### src/rtl/serial_adder_if.sv
// Operand/result bundle for the bit-serial adder.
// master drives the request side, and slave is the adder itself.
interface serial_adder_if #(
  parameter int unsigned WIDTH = 8
);
  logic             start;
  logic [WIDTH-1:0] a;
  logic [WIDTH-1:0] b;
  logic             busy;
  logic             done;
  logic [WIDTH-1:0] sum;
  logic             c_out;

  modport master (
    output start, a, b,
    input  busy, done, sum, c_out
  );

  modport slave (
    input  start, a, b,
    output busy, done, sum, c_out
  );
endinterface

### src/rtl/serial_adder.sv
// Bit-serial WIDTH-bit adder: one full-adder cell (two half adders plus an OR),
// a carry flop and operand shift registers. It adds LSB-first, one bit per clock.
// A start pulse in idle launches an add. The sum and c_out outputs then update once,
// on the last bit, with a one-cycle done pulse.
module serial_adder #(
  parameter int unsigned WIDTH = 8
) (
  input logic            clk,
  input logic            rst_n,
  serial_adder_if.slave  bus
);

  localparam int unsigned CntW = (WIDTH > 1) ? $clog2(WIDTH) : 1;
  localparam logic [CntW-1:0] CntLast = CntW'(WIDTH - 1);

  typedef enum logic [1:0] {StIdle, StBusy, StDone} state_e;

  state_e           state_q;
  logic [WIDTH-1:0] ra_q, rb_q, rs_q, sum_q;
  logic [CntW-1:0]  cnt_q;
  logic             carry_q, c_out_q, busy_q, done_q;

  logic             ha0_s, ha0_c, ha1_s, ha1_c;
  logic             carry_d;
  logic [WIDTH-1:0] ra_shift, rb_shift, rs_shift;

  // Full-adder bit cell built from two half adders; also forms the shifted words.
  always_comb begin
    ha0_s    = ra_q[0] ^ rb_q[0];
    ha0_c    = ra_q[0] & rb_q[0];
    ha1_s    = ha0_s ^ carry_q;
    ha1_c    = ha0_s & carry_q;
    carry_d  = ha0_c | ha1_c;
    ra_shift = ra_q >> 1;
    rb_shift = rb_q >> 1;
    rs_shift = rs_q >> 1;
    // New sum bit enters at the MSB, so after WIDTH steps rs holds the full sum.
    rs_shift[WIDTH-1] = ha1_s;
  end

  // Control FSM plus datapath registers. All outputs are registered.
  always_ff @(posedge clk) begin
    if (!rst_n) begin
      state_q <= StIdle;
      ra_q    <= '0;
      rb_q    <= '0;
      rs_q    <= '0;
      sum_q   <= '0;
      cnt_q   <= '0;
      carry_q <= 1'b0;
      c_out_q <= 1'b0;
      busy_q  <= 1'b0;
      done_q  <= 1'b0;
    end else begin
      unique case (state_q)
        StIdle: begin
          if (bus.start) begin
            state_q <= StBusy;
            ra_q    <= bus.a;
            rb_q    <= bus.b;
            rs_q    <= '0;
            cnt_q   <= '0;
            carry_q <= 1'b0;
            busy_q  <= 1'b1;
          end
        end
        StBusy: begin
          ra_q    <= ra_shift;
          rb_q    <= rb_shift;
          rs_q    <= rs_shift;
          carry_q <= carry_d;
          if (cnt_q == CntLast) begin
            // Publish the result including the bit processed on this edge.
            // The counter holds here instead of wrapping.
            state_q <= StDone;
            busy_q  <= 1'b0;
            done_q  <= 1'b1;
            sum_q   <= rs_shift;
            c_out_q <= carry_d;
          end else begin
            cnt_q <= cnt_q + CntW'(1);
          end
        end
        StDone: begin
          state_q <= StIdle;
          done_q  <= 1'b0;
        end
        default: begin
          state_q <= StIdle;
          busy_q  <= 1'b0;
          done_q  <= 1'b0;
        end
      endcase
    end
  end

  assign bus.busy  = busy_q;
  assign bus.done  = done_q;
  assign bus.sum   = sum_q;
  assign bus.c_out = c_out_q;

endmodule

### src/flat_wrapper.sv
// flat-port wrapper written by rule: the top's interface ports become plain ports
module serial_adder_flat 
#(
  parameter int unsigned WIDTH = 8
)
  (clk, rst_n, bus_start, bus_a, bus_b, bus_busy, bus_done, bus_sum, bus_c_out);
  serial_adder_if #(.WIDTH(WIDTH)) bus_i ();
  input logic clk;
  input logic rst_n;
  input wire logic [$bits(bus_i.start)-1:0] bus_start;
  input wire logic [$bits(bus_i.a)-1:0] bus_a;
  input wire logic [$bits(bus_i.b)-1:0] bus_b;
  output wire logic [$bits(bus_i.busy)-1:0] bus_busy;
  output wire logic [$bits(bus_i.done)-1:0] bus_done;
  output wire logic [$bits(bus_i.sum)-1:0] bus_sum;
  output wire logic [$bits(bus_i.c_out)-1:0] bus_c_out;
  assign bus_i.start = bus_start;
  assign bus_i.a = bus_a;
  assign bus_i.b = bus_b;
  assign bus_busy = bus_i.busy;
  assign bus_done = bus_i.done;
  assign bus_sum = bus_i.sum;
  assign bus_c_out = bus_i.c_out;
  serial_adder #(.WIDTH(WIDTH)) u_core (.clk(clk), .rst_n(rst_n), .bus(bus_i));
endmodule
### config.mk
export PLATFORM = sky130hd
export DESIGN_NAME = serial_adder_flat
export DESIGN_NICKNAME = d
export VERILOG_FILES = /design/src/rtl/serial_adder_if.sv /design/src/rtl/serial_adder.sv /design/src/flat_wrapper.sv
export SDC_FILE = /design/constraint.sdc
export NUM_CORES = 1
export LEC_CHECK = 0
export CORE_MARGIN = 5
export CORE_UTILIZATION = 48
export CTS_BUF_LIST = sky130_fd_sc_hd__clkbuf_2 sky130_fd_sc_hd__clkbuf_4 sky130_fd_sc_hd__clkbuf_8
export CTS_CLUSTER_SIZE = 30
export DETAILED_ROUTE_END_ITERATION = 10
export PLACE_DENSITY = 0.8
export SKIP_LAST_GASP = 1
export SLEW_MARGIN = 20
export SYNTH_ARGS = -nofsm -noshare
export SYNTH_HDL_FRONTEND = slang
export SYNTH_SLANG_ARGS = --single-unit
### constraint.sdc
create_clock -name clk -period 1.1 [get_ports clk]
set_input_delay 0.275 -clock clk [delete_from_list [all_inputs] [get_ports clk]]
set_output_delay 0.275 -clock clk [all_outputs]
set_load 0.05 [all_outputs]
==> impl_table.tex, run 1 <==
\begin{tabular}{lr}
\hline
Metric & Value \\
\hline
\multicolumn{2}{l}{\textbf{Placement}} \\
\quad RePlAce Congestion & roughly 0.76 \\
\quad Post-detailed-placement half-perimeter wirelength & between 2 and 2.5 mm \\
\quad Port buffer count & 29 \\
\quad Placement Setup Slack & -0.4936 ns \\
\multicolumn{2}{l}{\textbf{Detailed routing}} \\
\quad DRC violation total after the first TritonRoute iteration & 65 \\
\quad Detail Route Antenna Nets & 0 \\
\quad Average via count per standard cell & about 5.4 \\
\quad Final wirelength & just under 4 mm \\
\quad Pre-antenna DRT Iters & 4 \\
\quad Overall via count from detail\_route & approximately 1500 \\
\quad Wirelength per Cell & $\sim$14 µm \\
\quad Final routed DRC violation total & 0 \\
\multicolumn{2}{l}{\textbf{Synthesis}} \\
\quad Fraction of the mapped netlist area in adder cells & 2.665\% \\
\quad Post-synthesis sequential element count & 40 \\
\quad Net count of the mapped netlist & between 200 and 250 \\
\quad Complex-gate fraction of the synthesized area & around 25\% \\
\quad Number of different library cells in the post-synthesis netlist & 28 \\
\quad Cell type with the highest aggregate area in the netlist & sky130\_fd\_sc\_hd\_\_dfxtp\_1 \\
\quad Portion of synthesized cell area occupied by the leading cell type & 47.37\% \\
\quad Multiplexer share of the synthesized area & 0\% \\
\quad Area fraction in and, or, nand and nor cells after synthesis & 17.62\% \\
\quad Xor and xnor fraction of the mapped netlist area & 0\% \\
\quad Sequential-to-total area share from yosys stat & a little under half \\
\quad Warning count from the yosys run & 0 \\
\quad Largest family of logic cells by synthesized area & compound AO/OA/AOI/OAI gates \\
\quad Area of the mapped netlist & $\sim$0.0017 mm² \\
\quad Biggest area contributors in the synthesized netlist & sky130\_fd\_sc\_hd\_\_dfxtp\_1 (47\%), sky130\_fd\_sc\_hd\_\_a21oi\_1 (8.6\%), sky130\_fd\_sc\_hd\_\_nand2\_1 (6.2\%) \\
\quad Mean area per synthesized cell & 9.088 µm² \\
\quad Number of instances in the synthesized netlist & 186 \\
\multicolumn{2}{l}{\textbf{Clock network}} \\
\quad Clock sink count & 40 \\
\quad Cell at the root of the clock tree & sky130\_fd\_sc\_hd\_\_clkbuf\_4 \\
\quad Clock network latency to the later pin of the worst-skew pair & between 0.3 and 0.4 ns \\
\quad TritonCTS clock tree & built \\
\quad Inserted Clock Buffers & 5 \\
\quad Register clock-pin slew on the reported worst setup and hold paths & $\sim$0.12 ns \\
\quad CTS HTree Levels & 2 \\
\quad Clock tree buffer depth & 2 \\
\quad Number of buffers inserted by hold repair at cts & 0 \\
\multicolumn{2}{l}{\textbf{Global route}} \\
\quad Maximum number of pins on one net before global-route repair & 44 \\
\quad Remaining Overflow, GRT & 0 \\
\quad Vias in the first global route & $\sim$1400 \\
\quad Overall fraction of global-route tracks in use & 15.12\% \\
\quad Initial antenna violation count & 0 \\
\quad Wire length of the first global-routing pass & about 6.0 mm \\
\multicolumn{2}{l}{\textbf{Power}} \\
\quad Max rail drop VDD & between 700 and 800 µV \\
\quad Leakage dissipation & 0.9497 nW \\
\quad Sum of internal, switching and leakage power & roughly 2.9 mW \\
\quad Power density relative to cell area & $\sim$1100 mW/mm² \\
\multicolumn{2}{l}{\textbf{Critical path}} \\
\quad Data arrival time of the critical path & approximately 1.5 ns \\
\quad Slack of the worst reg-to-reg path & -0.14 ns \\
\quad Category of the worst setup path capture point & register \\
\quad Critical Path RT & 1.39 ns \\
\quad Peak fanout along the critical path & 4 \\
\quad Type of element launching the critical path & register \\
\quad Worst setup path class & reg -> reg \\
\multicolumn{2}{l}{\textbf{STA}} \\
\quad Setup repair after global routing missed its margin & yes \\
\quad Max-Slew Margin vs Limit & 71.09\% \\
\quad Fin crit period & $\sim$1.2 ns \\
\quad Worst Skew & approximately 0.0046 ns \\
\quad Post-Route Setup TNS & -2.925 ns \\
\quad Transition time of the tightest slew-check pin & roughly 0.43 ns \\
\quad Max Clk Rate & slightly above 0.8 GHz \\
\quad Min setup slack post-route & -0.1389 ns \\
\quad Final count of negative-setup-slack endpoints & between 40 and 50 \\
\quad Final-layout worst hold slack & approximately 0.47 ns \\
\quad Number of pins exceeding their max-slew limit in the final report & 0 \\
\quad Final worst-path cycle share & 112.6\% \\
\quad Number of hold-slack violations in the final timing report & 0 \\
\multicolumn{2}{l}{\textbf{Die}} \\
\quad Total core area & 0.003363 mm² \\
\quad Die boundary height & slightly below 70 µm \\
\quad Site row count & 21 \\
\quad Chip Width & around 70 µm \\
\quad Starting density of the core & between 50 and 60\% \\
\quad Die Area & 0.004809 mm² \\
\quad Boundary Pins & 30 \\
\multicolumn{2}{l}{\textbf{Status}} \\
\quad Violated checks & negative setup slack \\
\quad Run status & finished with violations \\
\multicolumn{2}{l}{\textbf{Run}} \\
\quad Max-cap violation count & 0 \\
\multicolumn{2}{l}{\textbf{Min path}} \\
\quad Class of the tightest hold or removal check & in -> reg \\
\multicolumn{2}{l}{\textbf{Layout}} \\
\quad Proportion of layout cells with a drive suffix above 1 & 39.32\% \\
\quad Final layout net count & $\sim$260 \\
\quad Antenna diodes & 0 \\
\quad Relative area change from synthesis to final layout & 51.22\% \\
\hline
\end{tabular}
-- synthesized netlist by cell type, drive strengths merged --
cell	number
nand2	28
and2	1
o21ai	14
a22oi	10
buf	10
ha	2
nor2b	11
o22ai	4
o21bai	1
o21ba	1
inv	1
o21a	1
nand2b	5
nand3	9
nor3b	1
a21boi	10
fa	1
and3	1
clkbuf	4
a21oi	29
dfxtp	40
nand3b	1
nor3	1
-- logic make-up after synthesis --
group	Yosys count
DFF	40
buffers and inverters	15
and+or+nand+nor	58
AOI/OAI and AO/OA	70
adders and majority gates	3
-- power by group --
| part | leakage (nW) | total (mW) | switching (mW) | internal (mW) |
|---|---|---|---|---|
| Sequential | 0.335 | 1.56 | 0.0498 | 1.51 |
| Combinational | 0.576 | 0.535 | 0.255 | 0.280 |
| Clock | 0.0380 | 0.782 | 0.478 | 0.304 |
| Total | 0.950 | 2.88 | 0.782 | 2.10 |
-- routing by layer --
metal	vias up	track usage [%]	part of all wire, %
met5	-	0	0
met1	708	17.83	45
met4	0	6.291	1.6
met2	42	24.47	48
met3	7	5.797	5.7
li1	747	-	-
-- worst max-delay path: stages (launching register included) --
cell                      delay, ns
sky130_fd_sc_hd__dfxtp_2       0.36
sky130_fd_sc_hd__ha_4          0.16
sky130_fd_sc_hd__ha_4          0.16
sky130_fd_sc_hd__buf_4         0.15
sky130_fd_sc_hd__o22ai_4       0.18
sky130_fd_sc_hd__and2_1        0.17
-- final cells by class --
cell class | count | area (µm²)
sequential | 40 | 827.0
clock inverter | 2 | 10.01
tap | 46 | 57.56
inverter | 1 | 3.754
multi-input combinational | 132 | 935.9
clock buffer | 6 | 51.30
fill | 242 | 807.0
timing repair buffer | 53 | 670.6
-- cells in the final DEF, fill, tap and decap left out, types with 2 or more instances in the layout --
cell	instances
sky130_fd_sc_hd__a21boi_1	8
sky130_fd_sc_hd__dfxtp_1	23
sky130_fd_sc_hd__nand2b_4	2
sky130_fd_sc_hd__buf_4	15
sky130_fd_sc_hd__ha_4	2
sky130_fd_sc_hd__o21ai_0	6
sky130_fd_sc_hd__a22oi_2	6
sky130_fd_sc_hd__buf_12	16
sky130_fd_sc_hd__clkbuf_4	5
sky130_fd_sc_hd__clkinv_2	2
sky130_fd_sc_hd__nand2b_1	3
sky130_fd_sc_hd__o21bai_4	2
sky130_fd_sc_hd__buf_6	3
sky130_fd_sc_hd__o21ai_1	8
sky130_fd_sc_hd__a22oi_1	4
sky130_fd_sc_hd__nor2b_1	10
sky130_fd_sc_hd__nand3_1	9
sky130_fd_sc_hd__a21oi_2	13
sky130_fd_sc_hd__o22ai_1	3
sky130_fd_sc_hd__a21oi_1	16
sky130_fd_sc_hd__nand2_1	28
sky130_fd_sc_hd__clkdlybuf4s50_1	17
sky130_fd_sc_hd__dfxtp_2	15
sky130_fd_sc_hd__dfxtp_4	2
-- what timing repair did --
| item | CTS | global route |
|---|---|---|
| resized for setup | 34 | 25 |
| buffers inserted | 4 | 8 |
| endpoints found under the setup margin | 49 | 51 |
| cloned | 1 | 1 |
| pin swaps | 6 | 18 |
-- path summary, 6_finish.rpt --
| path | start | endpoint | cells after the start |
|---|---|---|---|
| setup / recovery | u_core.cnt_q[1]$_SDFFE_PN0P_ | u_core.state_q[0]$_SDFFE_PN0P_ | 5 |
| hold / removal | bus_a[5] | u_core.ra_q[5]$_SDFFE_PN0P_ | 3 |
| setup reg to reg | u_core.cnt_q[1]$_SDFFE_PN0P_ | u_core.state_q[0]$_SDFFE_PN0P_ | 5 |
| hold reg to reg | u_core.bus.sum[3]$_SDFFE_PN0P_ | u_core.bus.sum[3]$_SDFFE_PN0P_ | 2 |
-- flip-flops by register name, summed over array words and instances, names as in the netlist --
register and cells:
u_core.rb_q 8, u_core.state_q 2, u_core.bus.done 1, u_core.bus.c_out 1
u_core.bus.sum 8, u_core.cnt_q 3, u_core.bus.busy 1, u_core.ra_q 8
u_core.rs_q 7, u_core.carry_q 1
-- per-stage QoR --
step                      std cells  instance area [µm²]  utilization, %
after floorplan                 186                 1725               -
after global placement          258                 2198           65.36
after global routing            280                 2556           76.00
after detailed placement        258                 2198           65.36
final                           280                 2556           76.00
after CTS                       271                 2404           71.47
No activity file was read; power rests on OpenSTA's default activity.
==> run 2: changes to the inputs <==
--- a/config.mk
+++ b/config.mk
@@ -6,11 +6,11 @@
 export NUM_CORES = 1
 export LEC_CHECK = 0
 export CORE_MARGIN = 5
-export CORE_UTILIZATION = 48
+export CORE_UTILIZATION = 45
 export CTS_BUF_LIST = sky130_fd_sc_hd__clkbuf_2 sky130_fd_sc_hd__clkbuf_4 sky130_fd_sc_hd__clkbuf_8
 export CTS_CLUSTER_SIZE = 30
 export DETAILED_ROUTE_END_ITERATION = 10
-export PLACE_DENSITY = 0.8
+export PLACE_DENSITY = 0.76
 export SKIP_LAST_GASP = 1
 export SLEW_MARGIN = 20
 export SYNTH_ARGS = -nofsm -noshare
==> constraint.sdc (replaced) <==
create_clock -name clk -period 1.1 [get_ports clk]
set_input_delay 0.22 -clock clk [delete_from_list [all_inputs] [get_ports clk]]
set_output_delay 0.22 -clock clk [all_outputs]
set_load 0.05 [all_outputs]
==> run 2 against run 1 <==
The flow still finishes with violations (negative setup slack). Clock skew is essentially flat. Global-route usage fell by 1.0 points. Cell count fell by 2.5%. Combinational power shrank 16%. Power rose by 4.6%. Setup slack gained 0.024 ns. Critical path depth up 1. Sequential cell count did not move. Routed wire length fell by 3.0%. Critical path type unchanged. Highest routed layer unchanged.
==> impl_table.tex, run 2 (synthesis gave the netlist of run 1 again) <==
\begin{tabular}{lr}
\hline
Metric & Value \\
\hline
\multicolumn{2}{l}{\textbf{Layout}} \\
\quad Number of cells in the finished layout apart from fillers & 273 (was 280) \\
\quad Final layout net count & 246 (was 255) \\
\quad Proportion of layout cells with a drive suffix above 1 & 24.44\% (was 39.32\%) \\
\quad Antenna diodes & 0 (unchanged) \\
\quad Relative area change from synthesis to final layout & 42.34\% (was 51.22\%) \\
\quad Most frequent cells in the layout & sky130\_fd\_sc\_hd\_\_dfxtp\_1 (33), sky130\_fd\_sc\_hd\_\_nand2\_1 (28), sky130\_fd\_sc\_hd\_\_a21oi\_1 (27) (was sky130\_fd\_sc\_hd\_\_nand2\_1 (28), sky130\_fd\_sc\_hd\_\_dfxtp\_1 (23), sky130\_fd\_sc\_hd\_\_clkdlybuf4s50\_1 (17)) \\
\quad Layout Utilization & 65.72\% (was 76.00\%) \\
\quad Commonest non-fill, non-tap cell in the layout & sky130\_fd\_sc\_hd\_\_dfxtp\_1 (was sky130\_fd\_sc\_hd\_\_nand2\_1) \\
\multicolumn{2}{l}{\textbf{STA}} \\
\quad Max Clk Rate & 0.8233 GHz (was 0.8072 GHz) \\
\quad Number of pins exceeding their max-slew limit in the final report & 0 (unchanged) \\
\quad Setup repair after global routing missed its margin & yes (unchanged) \\
\quad Worst Skew & 0.004719 ns (was 0.004625 ns) \\
\quad Transition time of the tightest slew-check pin & 0.4333 ns (was 0.4337 ns) \\
\quad Final-layout worst hold slack & 0.4689 ns (was 0.4650 ns) \\
\quad Final worst-path cycle share & 110.4\% (was 112.6\%) \\
\quad Min setup slack post-route & -0.1146 ns (was -0.1389 ns) \\
\quad Number of hold-slack violations in the final timing report & 0 (unchanged) \\
\quad Fin crit period & 1.215 ns (was 1.239 ns) \\
\quad Final count of negative-setup-slack endpoints & 34 (was 49) \\
\quad Post-Route Setup TNS & -1.993 ns (was -2.925 ns) \\
\quad Max-Slew Margin vs Limit & 71.12\% (was 71.09\%) \\
\multicolumn{2}{l}{\textbf{Global route}} \\
\quad Initial antenna violation count & 0 (unchanged) \\
\quad Maximum number of pins on one net before global-route repair & 44 (unchanged) \\
\quad Met3 routing resource usage after global routing & 4.769\% (was 5.797\%) \\
\quad Met1 Usage GRT & 17.77\% (was 17.83\%) \\
\quad Most congested layer reported by global routing & met2 (unchanged) \\
\quad Met2 demand-to-capacity share in global routing & 22.45\% (was 24.47\%) \\
\quad Remaining Overflow, GRT & 0 (unchanged) \\
\quad Overall fraction of global-route tracks in use & 14.10\% (was 15.12\%) \\
\quad Wire length of the first global-routing pass & 5.720 mm (was 5.975 mm) \\
\quad Vias in the first global route & 1298 (was 1377) \\
\multicolumn{2}{l}{\textbf{Critical path}} \\
\quad Critical Path RT & 1.32 ns (was 1.39 ns) \\
\quad Type of element launching the critical path & register (unchanged) \\
\quad Most frequent CP cell & sky130\_fd\_sc\_hd\_\_ha\_4 (unchanged) \\
\quad Maximum single-stage delay on the critical path & 0.34 ns (was 0.36 ns) \\
\quad Worst setup path class & reg -> reg (unchanged) \\
\quad Data arrival time of the critical path & 1.43 ns (was 1.53 ns) \\
\quad Cell-by-cell trace of the critical path & ha\_4 > ha\_4 > nand3b\_1 > buf\_12 > nand2\_1 > a21boi\_1 (was ha\_4 > ha\_4 > buf\_4 > o22ai\_4 > and2\_1) \\
\quad Peak fanout along the critical path & 10 (was 4) \\
\quad Critical-path cell with the highest stage delay & sky130\_fd\_sc\_hd\_\_dfxtp\_2 (unchanged) \\
\quad Category of the worst setup path capture point & register (unchanged) \\
\multicolumn{2}{l}{\textbf{Detailed routing}} \\
\quad DRC violation total after the first TritonRoute iteration & 86 (was 65) \\
\quad Pre-antenna DRT Iters & 4 (unchanged) \\
\quad Final wirelength & 3.828 mm (was 3.948 mm) \\
\quad Wirelength per Cell & 14.02 µm (was 14.10 µm) \\
\quad Overall via count from detail\_route & 1442 (was 1504) \\
\quad Average via count per standard cell & 5.282 (was 5.371) \\
\quad Detail Route Antenna Nets & 0 (unchanged) \\
\quad Final routed DRC violation total & 0 (unchanged) \\
\multicolumn{2}{l}{\textbf{Die}} \\
\quad Site row count & 22 (was 21) \\
\quad Die boundary height & 71.29 µm (was 69.35 µm) \\
\quad Total core area & 0.003661 mm² (was 0.003363 mm²) \\
\quad Die Area & 0.005082 mm² (was 0.004809 mm²) \\
\quad Starting density of the core & 46.17\% (was 50.26\%) \\
\quad Chip Width & 71.29 µm (was 69.35 µm) \\
\quad Boundary Pins & 30 (unchanged) \\
\multicolumn{2}{l}{\textbf{Placement}} \\
\quad Port buffer count & 29 (unchanged) \\
\quad Count of placed standard cells including taps & 259 (was 258) \\
\quad RePlAce Congestion & 0.6997 (was 0.7561) \\
\quad Post-detailed-placement half-perimeter wirelength & 2.250 mm (was 2.174 mm) \\
\multicolumn{2}{l}{\textbf{Status}} \\
\quad Run status & finished with violations (unchanged) \\
\quad Violated checks & negative setup slack (unchanged) \\
\multicolumn{2}{l}{\textbf{Clock network}} \\
\quad Clock tree buffer depth & 2 (unchanged) \\
\quad CTS HTree Levels & 2 (unchanged) \\
\quad Clock network latency to the later pin of the worst-skew pair & 0.29 ns (was 0.35 ns) \\
\quad Clock sink count & 40 (unchanged) \\
\quad Register clock-pin slew on the reported worst setup and hold paths & 0.07 ns (was 0.12 ns) \\
\quad Number of buffers inserted by hold repair at cts & 0 (unchanged) \\
\quad Cell at the root of the clock tree & sky130\_fd\_sc\_hd\_\_clkbuf\_8 (was sky130\_fd\_sc\_hd\_\_clkbuf\_4) \\
\quad TritonCTS clock tree & built (unchanged) \\
\quad Inserted Clock Buffers & 5 (unchanged) \\
\multicolumn{2}{l}{\textbf{Min path}} \\
\quad Class of the tightest hold or removal check & in -> reg (unchanged) \\
\multicolumn{2}{l}{\textbf{Run}} \\
\quad Max-cap violation count & 0 (unchanged) \\
\multicolumn{2}{l}{\textbf{Power}} \\
\quad Leakage dissipation & 0.8945 nW (was 0.9497 nW) \\
\quad Power density relative to cell area & 1253 mW/mm² (was 1127 mW/mm²) \\
\quad Max rail drop VDD & 842.7 µV (was 783.7 µV) \\
\hline
\end{tabular}
run 2: changes by cell type in the layout (fill, tap and decap cells not counted), sizes merged:
cell    before  now
buf         34   23
o21bai       2    4
run 2: power breakdown:
group	total, mW	switching (mW)	internal (mW)
clock	0.997	0.496	0.500
combinational	0.450	0.219	0.231
sequential	1.57	0.0541	1.51
total	3.02	0.769	2.25
run 2: final timing paths:
| kind | from | endpoint | slack, ns | cells after the start |
|---|---|---|---|---|
| worst max register to register | u_core.cnt_q[1]$_SDFFE_PN0P_ | u_core.bus.sum[3]$_SDFFE_PN0P_ | -0.11 | 6 |
| worst min register to register | u_core.rs_q[1]$_SDFFE_PN0P_ | u_core.bus.sum[0]$_SDFFE_PN0P_ | 0.49 | 2 |
| worst max-delay path | u_core.cnt_q[1]$_SDFFE_PN0P_ | u_core.bus.sum[3]$_SDFFE_PN0P_ | -0.11 | 6 |
| worst min-delay path | bus_b[4] | u_core.rb_q[4]$_SDFFE_PN0P_ | 0.47 | 3 |
run 2: per-layer routing:
metal | wire, µm | part of all wire [%] | vias to the layer above
met1 | 1697 | 44 | 654
li1 | - | - | 735
met5 | 0 | 0 | -
met3 | 217 | 5.7 | 8
met4 | 81 | 2.1 | 0
met2 | 1832 | 48 | 45
run 2: critical path: cells and delay by family, from the launching register on:
| kind | cells | cell delay, ns |
|---|---|---|
| fa+ha+maj | 2 | 0.33 |
| flops | 1 | 0.34 |
| compound gates | 1 | 0.14 |
| buf+inv | 1 | 0.14 |
| simple gates | 2 | 0.19 |
run 2: through the flow:
step,power (mW),area [µm²],setup slack [ns]
floorplan,1.861,1725,-0.02511
global placement,1.989,2193,-0.4199
detailed placement,1.998,2193,-0.4816
CTS,3.012,2345,-0.1024
global route,3.127,2406,-0.1804
finish,3.015,2406,-0.1146
run 2: area by class of cell:
| type | instances | area [µm²] |
|---|---|---|
| clock buffer | 6 | 82.58 |
| inverter | 1 | 3.754 |
| tap | 48 | 60.06 |
| multi-input combinational | 134 | 873.3 |
| fill | 300 | 1255 |
| timing repair buffer | 42 | 561.8 |
| clock inverter | 2 | 10.01 |
| sequential | 40 | 814.5 |
run 2: repair_timing:
item                       in CTS  in global routing
setup endpoints to repair      38                 38
pin swaps                       2                  2
buffers inserted                1                  2
gates cloned                    1                  3
gates resized for setup        11                  7
==> run 3: changes to the inputs <==
--- a/config.mk
+++ b/config.mk
@@ -5,10 +5,11 @@
 export SDC_FILE = /design/constraint.sdc
 export NUM_CORES = 1
 export LEC_CHECK = 0
+export CORE_ASPECT_RATIO = 0.9
 export CORE_MARGIN = 5
 export CORE_UTILIZATION = 45
 export CTS_BUF_LIST = sky130_fd_sc_hd__clkbuf_2 sky130_fd_sc_hd__clkbuf_4 sky130_fd_sc_hd__clkbuf_8
-export CTS_CLUSTER_SIZE = 30
+export CTS_CLUSTER_SIZE = 25
 export DETAILED_ROUTE_END_ITERATION = 10
 export PLACE_DENSITY = 0.76
 export SKIP_LAST_GASP = 1
==> run 3 against run 2 <==
The run still ends with negative setup slack left. Count of clock-buffer cells in the layout rose by 1. First-iteration DRC count is 95% higher. Sequential share of layout area down 3.2 points. Routed wire length is 19% higher. Via count increased by 5.5%. Setup slack better by 0.0069 ns. Final area rose by 10%. Critical path depth is 3 lower. Non-clock buffer count up 5. Sequential power hardly changed. Global-route usage increased by 1.4 points. Utilization grew 6.5 points.
==> impl_table.tex, run 3 (synthesis gave the netlist of run 1 again) <==
\begin{tabular}{lr}
\hline
Metric & Value \\
\hline
\multicolumn{2}{l}{\textbf{Critical path}} \\
\quad Slack of the worst reg-to-reg path & -0.11 ns (about the same) \\
\quad Maximum single-stage delay on the critical path & 0.60 ns (was 0.34 ns) \\
\quad Top Family by Delay on Critical Path & adder cells (was flip-flops) \\
\quad Critical-path cell with the highest stage delay & sky130\_fd\_sc\_hd\_\_fa\_2 (was sky130\_fd\_sc\_hd\_\_dfxtp\_2) \\
\quad Worst setup path class & reg -> reg (unchanged) \\
\quad Category of the worst setup path capture point & register (unchanged) \\
\quad Critical Path RT & 1.33 ns (was 1.32 ns) \\
\quad Data arrival time of the critical path & 1.43 ns (about the same) \\
\quad Type of element launching the critical path & register (unchanged) \\
\quad Peak fanout along the critical path & 2 (was 10) \\
\quad Cell-by-cell trace of the critical path & fa\_2 > nand3\_1 > a21boi\_1 (was ha\_4 > ha\_4 > nand3b\_1 > buf\_12 > nand2\_1 > a21boi\_1) \\
\quad Critical path buffer and inverter count & 0 (was 1) \\
\multicolumn{2}{l}{\textbf{Detailed routing}} \\
\quad DRC violation total after the first TritonRoute iteration & 168 (was 86) \\
\quad Wirelength per Cell & 16.51 µm (was 14.02 µm) \\
\quad Final routed DRC violation total & 0 (unchanged) \\
\quad Final wirelength & 4.557 mm (was 3.828 mm) \\
\quad Average via count per standard cell & 5.514 (was 5.282) \\
\quad Detail Route Antenna Nets & 0 (unchanged) \\
\quad Overall via count from detail\_route & 1522 (was 1442) \\
\quad Pre-antenna DRT Iters & 4 (unchanged) \\
\multicolumn{2}{l}{\textbf{STA}} \\
\quad Number of pins exceeding their max-slew limit in the final report & 0 (unchanged) \\
\quad Min setup slack post-route & -0.1078 ns (was -0.1146 ns) \\
\quad Final worst-path cycle share & 109.8\% (was 110.4\%) \\
\quad Setup repair after global routing missed its margin & yes (unchanged) \\
\quad Transition time of the tightest slew-check pin & 0.3232 ns (was 0.4333 ns) \\
\quad Max Clk Rate & 0.8280 GHz (was 0.8233 GHz) \\
\quad Number of hold-slack violations in the final timing report & 0 (unchanged) \\
\quad Max-Slew Margin vs Limit & 78.41\% (was 71.12\%) \\
\quad Worst Skew & 0.005114 ns (was 0.004719 ns) \\
\quad Fin crit period & 1.208 ns (was 1.215 ns) \\
\quad Final-layout worst hold slack & 0.4755 ns (was 0.4689 ns) \\
\quad Final count of negative-setup-slack endpoints & 31 (was 34) \\
\multicolumn{2}{l}{\textbf{Layout}} \\
\quad Final layout net count & 251 (was 246) \\
\quad Commonest non-fill, non-tap cell in the layout & sky130\_fd\_sc\_hd\_\_dfxtp\_1 (unchanged) \\
\quad Antenna diodes & 0 (unchanged) \\
\quad Proportion of layout cells with a drive suffix above 1 & 34.78\% (was 24.44\%) \\
\quad Most frequent cells in the layout & sky130\_fd\_sc\_hd\_\_dfxtp\_1 (33), sky130\_fd\_sc\_hd\_\_nand2\_1 (28), sky130\_fd\_sc\_hd\_\_buf\_12 (18) (was sky130\_fd\_sc\_hd\_\_dfxtp\_1 (33), sky130\_fd\_sc\_hd\_\_nand2\_1 (28), sky130\_fd\_sc\_hd\_\_a21oi\_1 (27)) \\
\quad Relative area change from synthesis to final layout & 57.07\% (was 42.34\%) \\
\multicolumn{2}{l}{\textbf{Die}} \\
\quad Total core area & 0.003679 mm² (was 0.003661 mm²) \\
\quad Site row count & 21 (was 22) \\
\quad Chip Width & 74.61 µm (was 71.29 µm) \\
\quad Die Area & 0.005084 mm² (was 0.005082 mm²) \\
\quad Starting density of the core & 45.95\% (was 46.17\%) \\
\quad Die boundary height & 68.15 µm (was 71.29 µm) \\
\quad Boundary Pins & 30 (unchanged) \\
\multicolumn{2}{l}{\textbf{Power}} \\
\quad Max rail drop VDD & 758.0 µV (was 842.7 µV) \\
\quad Leakage dissipation & 0.9683 nW (was 0.8945 nW) \\
\quad Power density relative to cell area & 1314 mW/mm² (was 1253 mW/mm²) \\
\multicolumn{2}{l}{\textbf{Global route}} \\
\quad Initial antenna violation count & 0 (unchanged) \\
\quad Overall fraction of global-route tracks in use & 15.54\% (was 14.10\%) \\
\quad Maximum number of pins on one net before global-route repair & 44 (unchanged) \\
\quad Remaining Overflow, GRT & 0 (unchanged) \\
\quad Vias in the first global route & 1362 (was 1298) \\
\quad Wire length of the first global-routing pass & 5.996 mm (was 5.720 mm) \\
\multicolumn{2}{l}{\textbf{Clock network}} \\
\quad Cell at the root of the clock tree & sky130\_fd\_sc\_hd\_\_clkbuf\_8 (unchanged) \\
\quad CTS HTree Levels & 2 (unchanged) \\
\quad Clock sink count & 40 (unchanged) \\
\quad Register clock-pin slew on the reported worst setup and hold paths & 0.08 ns (was 0.07 ns) \\
\quad Number of buffers inserted by hold repair at cts & 0 (unchanged) \\
\quad Clock tree buffer depth & 2 (unchanged) \\
\quad TritonCTS clock tree & built (unchanged) \\
\quad Clock network latency to the later pin of the worst-skew pair & 0.29 ns (about the same) \\
\quad Inserted Clock Buffers & 5 (unchanged) \\
\multicolumn{2}{l}{\textbf{Placement}} \\
\quad Port buffer count & 29 (unchanged) \\
\quad RePlAce Congestion & 0.7350 (was 0.6997) \\
\quad Post-detailed-placement half-perimeter wirelength & 2.304 mm (was 2.250 mm) \\
\quad Placement Setup Slack & -0.4991 ns (was -0.4816 ns) \\
\multicolumn{2}{l}{\textbf{Run}} \\
\quad Max-cap violation count & 0 (unchanged) \\
\multicolumn{2}{l}{\textbf{Min path}} \\
\quad Class of the tightest hold or removal check & in -> reg (unchanged) \\
\multicolumn{2}{l}{\textbf{Status}} \\
\quad Violated checks & negative setup slack (unchanged) \\
\quad Run status & finished with violations (unchanged) \\
\hline
\end{tabular}
run 3: cell types whose count changed in the layout (fill, tap and decap cells not counted), sizes merged:
cell / change
clkinv: -2
o21ba: +1
dlygate4sd2: -1
clkbuf: +4
bufinv: +1
buf: +3
o21bai: -1
run 3: stage by stage:
stage	std cells	instance area [µm²]	utilization [%]	TNS [ns]	total power, mW
final	276	2655	72.18	-1.672	3.488
after global routing	276	2655	72.18	-3.819	3.637
after CTS	266	2377	64.63	-1.016	3.315
after detailed placement	256	2196	59.69	-12.28	2.003
after global placement	256	2196	59.69	-11.13	1.994
after floorplan	186	1725	-	-0.1680	1.861
run 3: final timing paths:
path	start	cells after the start	endpoint
worst max-delay path	u_core.rb_q[0]$_SDFFE_PN0P_	3	u_core.bus.sum[7]$_SDFFE_PN0P_
worst min register to register	u_core.rs_q[1]$_SDFFE_PN0P_	2	u_core.bus.sum[0]$_SDFFE_PN0P_
worst max register to register	u_core.rb_q[0]$_SDFFE_PN0P_	3	u_core.bus.sum[7]$_SDFFE_PN0P_
worst min-delay path	bus_b[6]	3	u_core.rb_q[6]$_SDFFE_PN0P_
run 3: final cells by class:
class                      instances  area, µm²
sequential                        40      814.5
tap                               46      57.56
fill                             256       1023
clock buffer                       7      96.34
clock inverter                     1      30.03
multi-input combinational        134      970.9
inverter                           1      3.754
timing repair buffer              47      681.9
run 3: metal layers:
metal  GRT usage [%]  share of wire (%)  up-vias
met3           4.993                5.3        8
met5               0                  0        -
met2           25.44                 50       50
met4           5.333                1.8        0
met1           19.27                 43      722
li1                -                  -      742
run 3: timing repair:
| item | in CTS | in global routing |
|---|---|---|
| pin swaps | 2 | 24 |
| buffers inserted | 1 | 4 |
| gates resized for setup | 10 | 40 |
| hold endpoints to repair | 0 | 0 |
| endpoints found under the setup margin | 38 | 38 |
| cloned | 1 | 6 |
run 3: tightest hold or removal path, cell delays in order:
cell and delay (ns):
sky130_fd_sc_hd__clkdlybuf4s50_1 0.40, sky130_fd_sc_hd__nand2_1 0.06, sky130_fd_sc_hd__a21oi_1 0.05
run 3: where the power goes:
| part | internal (mW) | total [mW] | switching, mW |
|---|---|---|---|
| Combinational | 0.324 | 0.610 | 0.286 |
| Clock | 0.800 | 1.30 | 0.502 |
| Sequential | 1.51 | 1.57 | 0.0600 |
| Total | 2.64 | 3.49 | 0.848 |
